===== src/rtl/multiplier_datapath.sv =====
// Register/arithmetic half of the shift-add signed multiplier: X/A/B registers driven by Controller commands.
// Optional SHIFT_COUNT_EN macro adds a saturating shift counter (ShiftCnt) and Done flag.
module multiplier_datapath #(
    parameter int WIDTH = 8
) (
    input  logic             Clk,
    input  logic             Reset,
    input  logic             ClearA_LoadB,
    input  logic             Clr_Ld,
    input  logic             Shift,
    input  logic             Add,
    input  logic             Sub,
    input  logic [WIDTH-1:0] S,
    output logic             M,
    output logic             X,
    output logic [WIDTH-1:0] Aval,
    output logic [WIDTH-1:0] Bval,
    output logic [3:0]       ShiftCnt,
    output logic             Done
);

    logic             x_reg;
    logic [WIDTH-1:0] a_reg;
    logic [WIDTH-1:0] b_reg;
    logic signed [WIDTH:0] sum;

    // Both operands are sign-extended to WIDTH+1 bits so every add/sub result is exact.
    function automatic logic signed [WIDTH:0] add_sub(
        input logic [WIDTH-1:0] a,
        input logic [WIDTH-1:0] s,
        input logic             sub
    );
        logic signed [WIDTH:0] a_ext;
        logic signed [WIDTH:0] s_ext;
        a_ext = {a[WIDTH-1], a};
        s_ext = {s[WIDTH-1], s};
        return sub ? (a_ext - s_ext) : (a_ext + s_ext);
    endfunction

    always_comb begin
        sum = add_sub(a_reg, S, Sub);
    end

    // Priority Clr_Ld > Sub > Add > Shift; Sub selects subtraction inside the shared adder.
    always_ff @(posedge Clk or posedge Reset) begin
        if (Reset) begin
            x_reg <= 1'b0;
            a_reg <= '0;
            b_reg <= '0;
        end else if (Clr_Ld) begin
            x_reg <= 1'b0;
            a_reg <= '0;
            if (ClearA_LoadB) begin
                b_reg <= S;
            end
        end else if (Sub || Add) begin
            {x_reg, a_reg} <= sum;
        end else if (Shift) begin
            a_reg <= {x_reg, a_reg[WIDTH-1:1]};
            b_reg <= {a_reg[0], b_reg[WIDTH-1:1]};
        end
    end

    assign M    = b_reg[0];
    assign X    = x_reg;
    assign Aval = a_reg;
    assign Bval = b_reg;

`ifdef SHIFT_COUNT_EN
    localparam logic [3:0] CNT_MAX = 4'(WIDTH);
    logic [3:0] cnt_reg;

    // Counts only shifts that actually execute, i.e. not pre-empted by a higher-priority command.
    always_ff @(posedge Clk or posedge Reset) begin
        if (Reset) begin
            cnt_reg <= 4'd0;
        end else if (Clr_Ld) begin
            cnt_reg <= 4'd0;
        end else if (Shift && !Add && !Sub && (cnt_reg != CNT_MAX)) begin
            cnt_reg <= cnt_reg + 4'd1;
        end
    end

    assign ShiftCnt = cnt_reg;
    assign Done     = (cnt_reg == CNT_MAX);
`else
    assign ShiftCnt = 4'd0;
    assign Done     = 1'b0;
`endif

endmodule


===== config.mk =====
export PLATFORM = sky130hd
export DESIGN_NAME = multiplier_datapath
export DESIGN_NICKNAME = d
export VERILOG_FILES = /design/src/rtl/multiplier_datapath.sv
export SDC_FILE = /design/constraint.sdc
export NUM_CORES = 1
export LEC_CHECK = 0
export CELL_PAD_IN_SITES_DETAIL_PLACEMENT = 1
export CELL_PAD_IN_SITES_GLOBAL_PLACEMENT = 1
export CORE_MARGIN = 5
export CORE_UTILIZATION = 35
export DETAILED_ROUTE_END_ITERATION = 8
export GPL_ROUTABILITY_DRIVEN = 0
export PLACE_DENSITY = 0.89
export REMOVE_ABC_BUFFERS = 1
export SYNTH_ARGS = -nofsm -noshare
export SYNTH_HDL_FRONTEND = slang
export SYNTH_SLANG_ARGS = --single-unit

===== constraint.sdc =====
create_clock -name Clk -period 2.7 [get_ports Clk]
set_input_delay 0.54 -clock Clk [delete_from_list [all_inputs] [get_ports Clk]]
set_output_delay 0.54 -clock Clk [all_outputs]
set_load 0.02 [all_outputs]

# After elaboration in Yosys (flattened, before gate mapping)
# Cells that the tools add are included.
[totals]
output_inout_bits = 23
register_bits = 17
[op_classes]
addsub = 2
n_eq_ne = 2
n_reduce_logical = 5
mux = 10
[op_table]
columns = ["cell", "n"]
rows = [
  ["8-bit 2-to-1 mux", 7],
  ["8-bit by 8-bit adder with 9-bit output", 1],
  ["9-bit 2-to-1 mux", 1],
  ["8-bit by 8-bit subtractor with 9-bit output", 1],
  ["2-bit inequality test, second input constant", 2],
  ["2-bit nonzero test", 2],
  ["3-bit AND reduction", 1],
  ["3-bit nonzero test", 1],
  ["1-bit 2-to-1 mux", 2],
  ["1-bit logical OR", 1],
]

# Logic depth before layout (Yosys ltp)
[logic_depth]
depth_word = 4
depth_mapped = 10

# Least setup slack after synthesis
# Ideal clock, no wire load.
[synth_path]
path_type = "input port to flip-flop"
from = "input S[4]"
to = "register a_reg[7], in the netlist Aval[7]"
setup_slack_ps = 132
required_time_ps = 2580
path_buffers = 0
arrival_ps = 2448
cell_stages = 10
cell_sequence = "or3_1 nor3_1 nor2_1 xnor2_1 ha_1 o21a_1 o21ai_0 a41oi_1 or4_1 o211a_1"
[synth_via]
elab_chain_cells = 4
elab_cells_between_ends = 5
classes_between = "add/sub: 2; mux: 3"
[synth_rtl]
columns = ["element", "line_no", "rtl"]
rows = [
  ["from (decl)", "13", "input logic [WIDTH-1:0] S,"],
  ["8-bit by 8-bit adder with 9-bit output / 8-bit by 8-bit subtractor with 9-bit output (equally long branches)", "37", "return sub ? (a_ext - s_ext) : (a_ext + s_ext);"],
  ["9-bit 2-to-1 mux *", "37", ""],
  ["8-bit 2-to-1 mux *", "56", "end else if (Sub || Add) begin"],
  ["8-bit 2-to-1 mux *", "50", "end else if (Clr_Ld) begin"],
  ["to (signal assigned)", "57", "{x_reg, a_reg} <= sum;"],
  ["to (signal assigned)", "59", "a_reg <= {x_reg, a_reg[WIDTH-1:1]};"],
  ["to (decl)", "23", "logic [WIDTH-1:0] a_reg;"],
]
# Mark *: on every way between the ends. The rest lies on a longest branch, timed or not.
# A chain may end at the register's enable or synchronous reset.

# Final worst setup path
# Ends and elaborated chain as after synthesis.

==> impl_metrics.csv <==
group,metric,value,unit
final_layout,drive_gt1_share,24.7,%
route,antenna_left,0,
grt,grt_max_degree,18,
grt,grt_overflow,0,
yosys,synth-compound-area-share,19.6,%
place,dp_hpwl,3390,um
final_layout,antenna_cells,0,
timing,drv_slew,0,
timing,fmax,0.377,GHz
clocking,numClockSinks,17,
timing,hold_violations,0,
clocking,path_clk_slew,0.08,ns
final_layout,fill_cells,454,
critical_path,critical_path_class,"primary input to flop",
place,portBuffers,32,
clocking,cts_htree_levels,1,
clocking,clkLatencyLatePin,0.27,ns
grt,grt_pass1_wl,7980,um
timing,setup_viol,0,
critical_path,end_kind,"flop",
yosys,syn_avg_cell_area,8.75,sq um
route,wl_per_cell,19.9,um
timing,finClkSkew,0.00661,ns
timing,setup_ws,0.0509,ns
place,place_ws,-0.456,ns
clocking,numCtsBuffers,3,
grt,grt_usage,19.8,%
floorplanning,die_h,73.2,um
yosys,synth_area,1400,sq um
yosys,yosys.area_share.simple,14.8,%
route,firstDrtPassIters,4,
yosys,synthMuxAreaShare,9.29,%
pwr,p_per_area,731,nW/um^2
floorplanning,die_x,73.2,um
final_layout,fin_util,52.5,%
yosys,synth_edf_count,0,
yosys,synth-main-ff-cell,"dfrtp_1",
yosys,synth-seq-cells,17,
yosys,synthXorXnorAreaFrac,8.13,%
clocking,hold_buffers,0,
floorplanning,start_util,35.5,%
yosys,synth_cell_types,36,
route,drc_errors,0,
yosys,synth-async-reset-ratio,100,%
yosys,synth_top_area_cell,"dfrtp_1",
yosys,ys_seq_area_share,30.4,%
floorplanning,fp.coreArea,3940,sq um
floorplanning,die-area,5360,sq um
clocking,clock_path_buffers,2,
critical_path,crit_fanout,2,
timing,worstMarginPinSlew,0.696,ns
yosys,yosysMostFrequentCell,"nor2_1",
yosys,netlist.area_leader.share,30.4,%
route,vias_per_cell,5.51,
yosys,synthCells,160,
final_layout,syn2layout_area_growth,47.9,%
pwr,p_leak,0.000932,uW
timing,layout_min_cycle_time,2.65,ns
critical_path,r2r_slack,0.50,ns
final_layout,num-nets-final,245,
min_path,holdCritPathClass,"flop to flop",
critical_path,cp-start-kind,"primary input",
critical_path,critical_path_required,2.86,ns
route,wirelength,5350,um
timing,min_period_over_period,98.1,%
yosys,synth_top_family_by_area,"compound AO/OA/AOI/OAI gates",
route,vias,1482,
pwr,ir_drop,0.340,mV
flow_run,max_cap_violations,0,
clocking,cts_tree,"done",
route,initialDrtViolationCount,57,
pwr,finalPower,1510,uW
grt,grt_pass1_vias,1595,
timing,maxSlewHeadroom,53.6,%
clocking,cts_root_buf,"clkbuf_8",
grt,grt_antenna_before_repair,0,
yosys,synth_common_cells,"22 x nor2_1, 17 x dfrtp_1, 15 x a21oi_1",
yosys,synth-adder-area-share,9.47,%
yosys,yosysWarnings,0,
floorplanning,rows,23,
outcome,outcome,"finished clean",
critical_path,cp.arrival,2.81,ns
floorplanning,io_pins,38,
yosys,synthTopCellsByArea,"dfrtp_1 30%, mux2i_1 9.3%, ha_1 8.0%",
==> worst max-delay path: stages <==
cell and delay, ns:
clkbuf_2 0.09, or3_4 0.41, nor3_4 0.15, nor2_2 0.06, xnor2_1 0.13, ha_1 0.34, o21a_1 0.15, o21ai_2 0.18
a41oi_2 0.07, or4_1 0.54, o211a_1 0.15
==> timing repair <==
action	CTS	global route
pin swaps	11	10
buffers inserted	2	4
gates resized for setup	17	14
endpoints found under the setup margin	4	4
==> per-layer routing <==
layer / GRT usage (%) / routed length [um] / up-vias
li1: - / - / 675
met1: 20.2 / 2070 / 733
met2: 37.3 / 2840 / 52
met3: 3.44 / 215 / 22
met4: 10.7 / 227 / 0
met5: 0 / 0 / -
==> state kept, by name, summed over array words and instances (netlist names) <==
| signal | flops |
|---|---|
| X | 1 |
| Aval | 8 |
| Bval | 8 |
==> logic make-up after synthesis <==
kind of cell | count (synthesis)
other | 1
and+or+nand+nor | 45
adders and majority gates | 10
DFF | 17
AOI/OAI and AO/OA | 42
buffers and inverters | 19
muxes | 13
xor gates and xnor gates | 13
==> path summary, 6_finish.rpt <==
check,cells past startpoint,startpoint,end
max,11,S[4],Aval[7]$_DFFE_PP0P_
min,2,Bval[6]$_DFFE_PP0P_,Bval[6]$_DFFE_PP0P_
max reg2reg,9,Aval[0]$_DFFE_PP0P_,Aval[6]$_DFFE_PP0P_
min reg2reg,2,Bval[6]$_DFFE_PP0P_,Bval[6]$_DFFE_PP0P_
max in group asynchronous,2,Reset,Aval[4]$_DFFE_PP0P_
min in group asynchronous,2,Reset,Bval[4]$_DFFE_PP0P_
==> layout make-up <==
class | instances | area (sq um) | area share [%]
multi-input cells | 128 | 966 | 46.6
clock buffers | 4 | 45.0 | 2.18
well taps | 50 | 62.6 | 3.02
repair buffers | 64 | 549 | 26.5
flip-flops and latches | 17 | 425 | 20.5
inverters | 6 | 22.5 | 1.09
==> cell usage in the layout, fill, tap and decap left out, types with 2 or more instances in the layout <==
cell | synthesis | layout
nor2b_1 | 3 | 3
ha_1 | 9 | 7
nor2_1 | 22 | 21
xnor2_1 | 11 | 11
o21ai_2 | 1 | 2
dfrtp_1 | 17 | 17
mux2i_1 | 13 | 12
dlymetal6s2s_1 | 0 | 2
nand2b_1 | 2 | 2
xor2_1 | 2 | 2
o211a_1 | 2 | 2
clkbuf_8 | 0 | 3
conb_1 | 1 | 5
a21oi_2 | 0 | 3
clkdlybuf4s50_1 | 0 | 26
clkbuf_2 | 0 | 3
a211oi_1 | 10 | 9
ha_4 | 0 | 2
a21oi_1 | 15 | 12
buf_4 | 8 | 32
nand2_1 | 9 | 9
o211ai_1 | 2 | 2
o21ai_1 | 1 | 3
inv_1 | 6 | 5
or4b_1 | 2 | 2
==> power breakdown <==
group	switching (uW)	total (uW)	internal, uW
Combinational	469	914	445
Clock	105	210	106
Sequential	75.2	391	315
==> through the flow <==
step | cell area (sq um) | std cells | hold WS, ns | TNS [ns]
final | 2070 | 269 | 0.582 | 0
after global routing | 2070 | 269 | 0.617 | -0.0496
after CTS | 2020 | 265 | 0.572 | 0
after detailed placement | 1900 | 259 | 0.551 | -1.75
after global placement | 1900 | 259 | 0.536 | -1.34
after floorplan | 1330 | 151 | 0.466 | 0
Power figures use the tool's default switching activity.
